--- config.mk ---
export PLATFORM = sky130hd
export DESIGN_NAME = aes_round_sequencer_flat
export DESIGN_NICKNAME = d
export VERILOG_FILES = /design/src/rtl/aes_round_sequencer_if.sv /design/src/rtl/aes_round_sequencer.sv /design/src/flat_wrapper.sv
export SDC_FILE = /design/constraint.sdc
export NUM_CORES = 1
export LEC_CHECK = 0
export CORE_MARGIN = 8
export CORE_UTILIZATION = 45
export DETAILED_ROUTE_END_ITERATION = 8
export PLACE_DENSITY_LB_ADDON = 0.25
export RECOVER_POWER = 50
export SLEW_MARGIN = 30
export SYNTH_ARGS = -nofsm -noshare
export SYNTH_HDL_FRONTEND = slang
export SYNTH_SLANG_ARGS = --single-unit
--- constraint.sdc ---
create_clock -name clk -period 1.7 [get_ports clk]
set_input_delay 0.34 -clock clk [delete_from_list [all_inputs] [get_ports clk]]
set_output_delay 0.34 -clock clk [all_outputs]
set_load 0.1 [all_outputs]
--- src/rtl/aes_round_sequencer_if.sv ---
`default_nettype none
// ============================================================================
// Module   : aes_round_sequencer_if
// Purpose  : Bundles the request, round-counter, datapath-op and completion
//            handshakes of the AES round sequencer. The master modport is
//            the sequencer side; the slave modport is the environment side.
// Revision : 1.0 - initial release
// ============================================================================
interface aes_round_sequencer_if;
  logic       start_valid;
  logic       start_ready;
  logic       ctr_start;
  logic       advance;
  logic [3:0] round;
  logic       is_final;
  logic       done;
  logic       op_valid;
  logic [1:0] op_code;
  logic [3:0] op_round;
  logic       op_ack;
  logic       out_valid;
  logic       out_ready;
  logic       busy;
  logic       err;

  modport master (
    input  start_valid, round, is_final, done, op_ack, out_ready,
    output start_ready, ctr_start, advance, op_valid, op_code, op_round,
           out_valid, busy, err
  );

  modport slave (
    output start_valid, round, is_final, done, op_ack, out_ready,
    input  start_ready, ctr_start, advance, op_valid, op_code, op_round,
           out_valid, busy, err
  );
endinterface
`default_nettype wire

--- src/rtl/aes_round_sequencer.sv ---
`default_nettype none
// ============================================================================
// Module   : aes_round_sequencer
// Purpose  : Control FSM for one AES block: starts and steps the external
//            round counter and issues ARK / SUB_SHIFT / MIX operations to the
//            datapath, skipping MixColumns on the final round.
// Options  : AES_SEQ_TIMEOUT_EN - adds a watchdog that aborts a block stuck
//            on op_ack or done and clears err on the next accepted start.
// Revision : 1.0 - initial release
// ============================================================================
module aes_round_sequencer #(
  parameter int NR        = 10,
  parameter int TIMEOUT_W = 8
) (
  input  logic                   clk,
  input  logic                   rst,
  aes_round_sequencer_if.master  bus
);

  localparam logic [3:0] S_IDLE     = 4'd0;
  localparam logic [3:0] S_LOAD     = 4'd1;
  localparam logic [3:0] S_ARK0     = 4'd2;
  localparam logic [3:0] S_ADV      = 4'd3;
  localparam logic [3:0] S_SUB      = 4'd4;
  localparam logic [3:0] S_MIX      = 4'd5;
  localparam logic [3:0] S_ARK      = 4'd6;
  localparam logic [3:0] S_WAITDONE = 4'd7;
  localparam logic [3:0] S_OUT      = 4'd8;

  localparam logic [1:0] c_OP_ARK = 2'b00;
  localparam logic [1:0] c_OP_SUB = 2'b01;
  localparam logic [1:0] c_OP_MIX = 2'b10;
  localparam logic [3:0] c_NR     = 4'(NR);

  logic [3:0] r_state;
  logic       r_ctr_start;
  logic       r_advance;
  logic       r_op_valid;
  logic [1:0] r_op_code;
  logic [3:0] r_rnd;
  logic       r_out_valid;
  logic       r_err;
  logic       r_last;

  logic [3:0] w_next;
  logic [1:0] w_op_code_next;
  logic       w_op_next;
  logic       w_op_done;
  logic       w_err_set;
  logic       w_err_clr;
  logic       w_timeout;

  assign w_op_done = r_op_valid && bus.op_ack;
  assign w_err_set = w_op_done && bus.is_final && (bus.round != c_NR) &&
                     ((r_state == S_SUB) || (r_state == S_ARK) || (r_state == S_ARK0));

`ifdef AES_SEQ_TIMEOUT_EN
  // Abort fires on the (2^TIMEOUT_W - 1)-th consecutive stalled cycle.
  localparam logic [TIMEOUT_W-1:0] c_WD_LAST = {{(TIMEOUT_W-1){1'b1}}, 1'b0};
  logic [TIMEOUT_W-1:0] r_wd;
  logic                 w_wd_count;

  assign w_wd_count = (r_op_valid && !bus.op_ack) || (r_state == S_WAITDONE);
  assign w_timeout  = w_wd_count && (r_wd == c_WD_LAST);
  assign w_err_clr  = (r_state == S_IDLE) && bus.start_valid;

  // Watchdog: counts stalled cycles, restarts whenever progress is made.
  always_ff @(posedge clk) begin
    if (rst || !w_wd_count || w_timeout) r_wd <= '0;
    else                                 r_wd <= r_wd + 1'b1;
  end
`else
  // No watchdog: the comparison is constant-false for any legal width.
  assign w_timeout = (TIMEOUT_W == 0);
  assign w_err_clr = 1'b0;
`endif

  // Next-state decode; sequencing decisions sample is_final at the op ack.
  always_comb begin
    w_next = r_state;
    case (r_state)
      S_IDLE:        if (bus.start_valid) w_next = S_LOAD;
      S_LOAD:        w_next = S_ARK0;
      S_ARK0, S_ARK: if (w_op_done) w_next = S_ADV;
      S_ADV:         w_next = r_last ? S_WAITDONE : S_SUB;
      S_SUB:         if (w_op_done) w_next = bus.is_final ? S_ARK : S_MIX;
      S_MIX:         if (w_op_done) w_next = S_ARK;
      S_WAITDONE:    if (bus.done) w_next = S_OUT;
      S_OUT:         if (bus.out_ready) w_next = S_IDLE;
      default:       w_next = S_IDLE;
    endcase
    if (w_timeout) w_next = S_IDLE;
  end

  // Operation request implied by the state being entered.
  always_comb begin
    w_op_next      = 1'b0;
    w_op_code_next = r_op_code;
    case (w_next)
      S_ARK0, S_ARK: begin w_op_next = 1'b1; w_op_code_next = c_OP_ARK; end
      S_SUB:         begin w_op_next = 1'b1; w_op_code_next = c_OP_SUB; end
      S_MIX:         begin w_op_next = 1'b1; w_op_code_next = c_OP_MIX; end
      default:       ;
    endcase
  end

  // State and registered outputs; outputs reflect the state being entered.
  // r_rnd mirrors the counter: the counter loads/increments on the same edge
  // that moves us out of LOAD/ADV, so the raw round input would be one edge
  // stale at op entry.
  always_ff @(posedge clk) begin
    if (rst) begin
      r_state     <= S_IDLE;
      r_ctr_start <= 1'b0;
      r_advance   <= 1'b0;
      r_op_valid  <= 1'b0;
      r_op_code   <= c_OP_ARK;
      r_rnd       <= 4'd0;
      r_out_valid <= 1'b0;
      r_err       <= 1'b0;
      r_last      <= 1'b0;
    end else begin
      r_state     <= w_next;
      r_ctr_start <= (w_next == S_LOAD);
      r_advance   <= (w_next == S_ADV);
      r_op_valid  <= w_op_next;
      r_op_code   <= w_op_code_next;
      r_out_valid <= (w_next == S_OUT);

      if (w_next == S_LOAD)     r_rnd <= 4'd0;
      else if (r_state == S_ADV) r_rnd <= r_rnd + 4'd1;

      if (w_next == S_LOAD)
        r_last <= 1'b0;
      else if (((r_state == S_ARK0) || (r_state == S_ARK)) && w_op_done)
        r_last <= bus.is_final;

      if (w_err_clr)                    r_err <= 1'b0;
      else if (w_err_set || w_timeout)  r_err <= 1'b1;
    end
  end

  assign bus.start_ready = (r_state == S_IDLE);
  assign bus.busy        = (r_state != S_IDLE);
  assign bus.ctr_start   = r_ctr_start;
  assign bus.advance     = r_advance;
  assign bus.op_valid    = r_op_valid;
  assign bus.op_code     = r_op_code;
  assign bus.op_round    = r_rnd;
  assign bus.out_valid   = r_out_valid;
  assign bus.err         = r_err;

endmodule
`default_nettype wire

--- src/flat_wrapper.sv ---
// flat-port wrapper written by rule: the top's interface ports become plain ports
module aes_round_sequencer_flat 
#(
  parameter int NR        = 10,
  parameter int TIMEOUT_W = 8
)
  (clk, rst, bus_start_valid, bus_round, bus_is_final, bus_done, bus_op_ack, bus_out_ready, bus_start_ready, bus_ctr_start, bus_advance, bus_op_valid, bus_op_code, bus_op_round, bus_out_valid, bus_busy, bus_err);
  aes_round_sequencer_if bus_i ();
  input  logic clk;
  input  logic rst;
  input wire logic [$bits(bus_i.start_valid)-1:0] bus_start_valid;
  input wire logic [$bits(bus_i.round)-1:0] bus_round;
  input wire logic [$bits(bus_i.is_final)-1:0] bus_is_final;
  input wire logic [$bits(bus_i.done)-1:0] bus_done;
  input wire logic [$bits(bus_i.op_ack)-1:0] bus_op_ack;
  input wire logic [$bits(bus_i.out_ready)-1:0] bus_out_ready;
  output wire logic [$bits(bus_i.start_ready)-1:0] bus_start_ready;
  output wire logic [$bits(bus_i.ctr_start)-1:0] bus_ctr_start;
  output wire logic [$bits(bus_i.advance)-1:0] bus_advance;
  output wire logic [$bits(bus_i.op_valid)-1:0] bus_op_valid;
  output wire logic [$bits(bus_i.op_code)-1:0] bus_op_code;
  output wire logic [$bits(bus_i.op_round)-1:0] bus_op_round;
  output wire logic [$bits(bus_i.out_valid)-1:0] bus_out_valid;
  output wire logic [$bits(bus_i.busy)-1:0] bus_busy;
  output wire logic [$bits(bus_i.err)-1:0] bus_err;
  assign bus_i.start_valid = bus_start_valid;
  assign bus_i.round = bus_round;
  assign bus_i.is_final = bus_is_final;
  assign bus_i.done = bus_done;
  assign bus_i.op_ack = bus_op_ack;
  assign bus_i.out_ready = bus_out_ready;
  assign bus_start_ready = bus_i.start_ready;
  assign bus_ctr_start = bus_i.ctr_start;
  assign bus_advance = bus_i.advance;
  assign bus_op_valid = bus_i.op_valid;
  assign bus_op_code = bus_i.op_code;
  assign bus_op_round = bus_i.op_round;
  assign bus_out_valid = bus_i.out_valid;
  assign bus_busy = bus_i.busy;
  assign bus_err = bus_i.err;
  aes_round_sequencer #(.NR(NR), .TIMEOUT_W(TIMEOUT_W)) u_core (.clk(clk), .rst(rst), .bus(bus_i));
endmodule
Yosys cells after proc, flatten, opt, wreduce, memory -nomap -nowiden --
Index checks and enable logic that the tools add are counted.
Cells by class: add/sub/neg operators 1, equality and inequality tests 16, mux-type cells 11, reductions and logical operators 15
Operators by type and width (count):
- $pmux 4 s8 | 1
- $eq 4x3->1 const B | 7
- $mux 4 | 6
- $eq 4x2->1 const B | 4
- $eq 4x1->1 const B | 2
- $eq 4x4->1 const B | 2
- $pmux 2 s3 | 1
- $reduce_or 2->1 | 3
- $logic_and 1x1->1 | 5
- $add 4x1->4 const B | 1
- $logic_not 4->1 | 1
- $mux 2 | 2
- $ne 4x4->1 const B | 1
- $reduce_bool 4->1 | 1
- $reduce_or 4->1 | 1
- $logic_or 1x1->1 | 3
- $reduce_bool 3->1 | 1
- $mux 1 | 1
Storage, ports and cells: register bits 16, bits of input ports 11, output and inout port bits 13, logic and storage cells 52

Logic depth before layout (Yosys ltp) --
word-level depth 6, depth in mapped cells 6, mapped depth without buffers 5

Worst setup path after synthesis --
Ideal clock, no wire load.
path type register -> output, from reg u_core.r_state[1], to out bus_busy, arrival 3382 ps, required time 1360 ps, path slack -2022 ps, cell stages (with the launch flop) 4, buffers on the path 1, cells stage by stage dfxtp_1 -> buf_6 -> nor4_2 -> inv_1
On the way: cells in the longest elaborated chain, start to end 1
RTL lines:
- from (decl) | line aes_round_sequencer.sv:35 | logic [3:0] r_state;
- from (signal assigned) | line aes_round_sequencer.sv:123 | r_state <= w_next;
- $reduce_bool 4->1 | line aes_round_sequencer.sv:144 | assign bus.busy = (r_state != S_IDLE);
- to (decl) | line flat_wrapper.sv:24 | output wire logic [$bits(bus_i.busy)-1:0] bus_busy;
Every way passes these cells.

Worst setup path in the final report --
from reg u_core.r_state[3], to out bus_start_ready
On the way: cells in the longest elaborated chain, start to end 1
RTL lines:
- $logic_not 4->1 | line aes_round_sequencer.sv:143 | assign bus.start_ready = (r_state == S_IDLE);
- to (decl) | line flat_wrapper.sv:17 | output wire logic [$bits(bus_i.start_ready)-1:0] bus_start_ready;
Every way passes these cells.

==> results.txt <==
The flow ran to the end, and the final reports show no timing, DRC or antenna violations. The min-delay analysis places its worst path in the category reg2reg. With fillers left out, the area of the finished cells amounts to 1323 µm². For the count of different cell masters after synthesis, the log shows 41. The floorplan die height is 58.87 µm. The tools report the diode insertion count for antenna repair as 0.

The area of the core was 1727 µm². Cell internal power was estimated by the tool at 0.8949 mW. Before antenna repair, the detailed router went through 4 iterations. Entering global routing, the biggest net connects 14 pins. The cell area that synthesis handed to floorplanning was 827.0 µm². The routed wire length is 2146 µm. Yosys mapped a number of flops with a built-in enable equal to 0. Data on the critical path is required at its endpoint by 1360 ps. Measured along the x axis, the die boundary spans 58.87 µm.

For the via count, the log shows 786. During synthesis, Yosys emitted a total of 0 warnings. Share of synthesized cell area in and, or, nand and nor gates: 0.3192. Setup violations remaining at the end of the flow were counted as 0. In this design, the stage delay of the slowest critical-path cell is 380 ps.

In this run, the number of DRC markers left after iteration 0 of detailed routing was 31. For the pin with the worst max-slew slack, the measured transition is 255.8 ps. Summed over all nets, the half-perimeter wirelength after detailed placement is 1645 µm. Once detail routing completed, the nets flagged for antenna violations numbered 0.

Traced cell by cell, the critical path runs through nor4_4, buf_4, buf_12. The critical path contains buffers and inverters numbering 2 combined. Multiplexer fraction of the synthesized cell area: 0.02572.

The async set-or-reset flop fraction in the synthesized netlist came out at 0. Hold is met by 489.1 ps. The area growth from synthesis to layout is 59.91%.

The tools report the number of antenna violations at the first check in global routing as 0. After layout, the worst setup slack is 53.97 ps. Fill cells in the final layout number 127. The adder-cell share of the synthesized area is 0.01513, and the part of the power in the clock network is 0.159.

After clock tree synthesis, the clock-pin slew on the worst setup and hold paths is 100 ps. The portion of the clock cycle consumed by the worst path in the final layout works out to 0.9683. Most common cell after layout, fill and taps aside: sky130_fd_sc_hd__nor2_1. The detailed-route vias per instance works out to 5.240.

After layout, the minimum clock period comes to 1646 ps. Each instance of the synthesized netlist takes up on average 8.990 µm². For this design, the slowest cell found on the critical path is sky130_fd_sc_hd__dfxtp_4. The number of nets in the synthesized netlist is 104. The library cells used most frequently in the layout, excluding fill and tap cells, are sky130_fd_sc_hd__nor2_1 (15), sky130_fd_sc_hd__buf_12 (13), sky130_fd_sc_hd__dfxtp_1 (12). Prior to clock tree synthesis, the placed netlist has a worst setup slack of -159.8 ps. The fraction of final layout cells sized beyond drive strength 1 came out at 0.3440. The cell family contributing the most delay on the critical path is flip-flops. For the worst setup path, the data arrival time is 1310 ps. By area, the combinational part of the netlist is dominated by simple AND/OR/NAND/NOR gates. In this run the worst path has a maximum fanout of 6. The tool flagged a number of max-cap violations equal to 0. The die covers 3466 µm². The highest layer touched by signal routing is met4. The congestion estimate from routability-driven global placement came to 0.8549. The number of storage elements in the synthesis netlist was 16. The detailed router put a total of 881 µm of wire on met1. Static leakage: 0.5400 nW.

The total overflow left after global routing is 0. First-pass GRT wire length: 3560 µm. The sequential power share came out at 0.307. In the routed design, unresolved DRC markers number 0.

The number of global-route vias before repair is 786. STA classifies the critical path endpoint as a primary output. TritonCTS built the clock tree. Number of max-slew violations in the final report: 0. The headroom to the max-slew limit was 0.8291; the layout net count was 138. The switching part of the total power works out to 0.4321. Count of port buffers added during placement: 23.

For this run, the leading register cell type out of synthesis is sky130_fd_sc_hd__dfxtp_1. In this run the power density over the cells is 1191 nW/µm². The setup path with the least slack is of type reg2out. The analysis attributes to net switching a power of 0.6809 mW. The initial cell density of the core is 0.4790.

The compound-cell area share of the yosys netlist was 0.1558; the flop-to-flop setup slack was 80 ps. The row count is 15, and the deepest clock path buffer count is 2. The clock arrives with 6.741 ps of skew. For the overall track demand over capacity in global routing, the log shows 0.1338. The worst setup path is launched from a flop.

The tools report the final-report hold violation count as 0. The post-cts hold buffer count was 0. The tools report the number of buffers added by the clock tree synthesis step as 3. Largest vdd supply drop: 832.5 µV. Based on the critical path, the design can be clocked at up to 607.5 MHz. Xor and xnor area share after synthesis: 0.03177. The combinational fraction of design power was 0.534; the placed cell area was 1271 µm². The average wire per cell in the routed design is 14.31 µm, and the synthesized netlist cell count is 92. The buffer type at the clock tree root is sky130_fd_sc_hd__clkbuf_4. The run gives 290 ps as the clock insertion delay at the later pin of the skew report. Setup repair after global routing could not meet its margin everywhere. The depth of the CTS H-tree came out at 1. The routed length on met2 was 1028 µm. Summed over all failing endpoints, the final setup total negative slack is 0 ps. The share of synthesized area occupied by flip-flops and latches came out at 0.3873. The tools report the TritonCTS sink count as 16. After detailed routing, the met3 layer carries 203 µm of wire. Top-level port count: 24.
final timing paths:
path / start / endpoint / depth (start not counted)
max reg2reg: u_core.r_state[3]$_SDFF_PP0_ / u_core.bus.op_code[0]$_SDFFE_PP0P_ / 5
max: u_core.r_state[3]$_SDFF_PP0_ / bus_start_ready / 3
min reg2reg: u_core.r_last$_SDFFE_PP0P_ / u_core.r_last$_SDFFE_PP0P_ / 2
min: u_core.r_last$_SDFFE_PP0P_ / u_core.r_last$_SDFFE_PP0P_ / 2
cell type report:
class | instances | area, µm² | area share
multi-input cells | 68 | 470.5 | 0.3557
inverters | 3 | 11.26 | 0.008515
clock buffers | 4 | 36.28 | 0.02744
repair buffers | 34 | 442.9 | 0.3349
well taps | 25 | 31.28 | 0.02365
flip-flops and latches | 16 | 330.3 | 0.2498
Yosys cell counts (2+ instances only):
cell	count	area share
sky130_fd_sc_hd__dfxtp_1	16	0.39
sky130_fd_sc_hd__nor2_1	15	0.068
sky130_fd_sc_hd__nand2_1	6	0.027
sky130_fd_sc_hd__a21oi_1	4	0.024
sky130_fd_sc_hd__nand2b_1	4	0.030
sky130_fd_sc_hd__buf_6	3	0.041
sky130_fd_sc_hd__inv_1	3	0.014
sky130_fd_sc_hd__nor3_1	3	0.018
sky130_fd_sc_hd__a211oi_1	2	0.018
sky130_fd_sc_hd__nand3_1	2	0.012
sky130_fd_sc_hd__nor4_2	2	0.030
sky130_fd_sc_hd__o21ai_0	2	0.012
sky130_fd_sc_hd__xor2_1	2	0.021
worst min-delay path, cell delays in order (launching register included):
cell and delay (ps):
sky130_fd_sc_hd__dfxtp_1 330, sky130_fd_sc_hd__nand2_1 60, sky130_fd_sc_hd__a21oi_1 60
metrics by stage:
step           power (mW)  cells    util
3_5_place_dp        1.318    145  0.7362
3_3_place_gp        1.301    145  0.7362
4_1_cts             1.572    149  0.7616
5_1_grt             1.643    150  0.7659
6_report            1.576    150  0.7659
2_1_floorplan       1.028     92       -
per-layer routing:
metal  GRT usage  up-vias
met2      0.2103       28
met4     0.07850        0
li1            -      390
met5           0        -
met1      0.1441      364
met3     0.06087        4
kinds of logic after synthesis:
logic type | count (synthesis)
buffers and inverters | 8
DFF | 16
xor gates and xnor gates | 3
muxes | 2
adders and majority gates | 1
and+or+nand+nor | 45
AOI/OAI and AO/OA | 17
repair_timing:
| action | 4_1_cts | 5_1_grt |
|---|---|---|
| buffers inserted | 0 | 2 |
| gates resized for setup | 4 | 0 |
| pin swaps | 0 | 1 |
| endpoints found under the hold margin | 0 | 0 |
| setup endpoints to repair | 2 | 2 |
flip-flops by register name (all words and copies together), names as in the netlist:
name                  flops
u_core.bus.ctr_start      1
u_core.r_state            4
u_core.bus.err            1
u_core.bus.op_valid       1
u_core.bus.out_valid      1
u_core.bus.advance        1
u_core.r_last             1
u_core.bus.op_round       4
u_core.bus.op_code        2
power by group through the flow:
stage	Clock (mW)	Combinational (mW)	Sequential, mW
6_report	0.251	0.842	0.483
5_1_grt	0.276	0.878	0.489
4_1_cts	0.256	0.835	0.481
3_5_place_dp	0	0.829	0.489
3_3_place_gp	0	0.814	0.487
2_1_floorplan	0	0.433	0.595
Note: power is estimated with default switching activity, not from simulation.
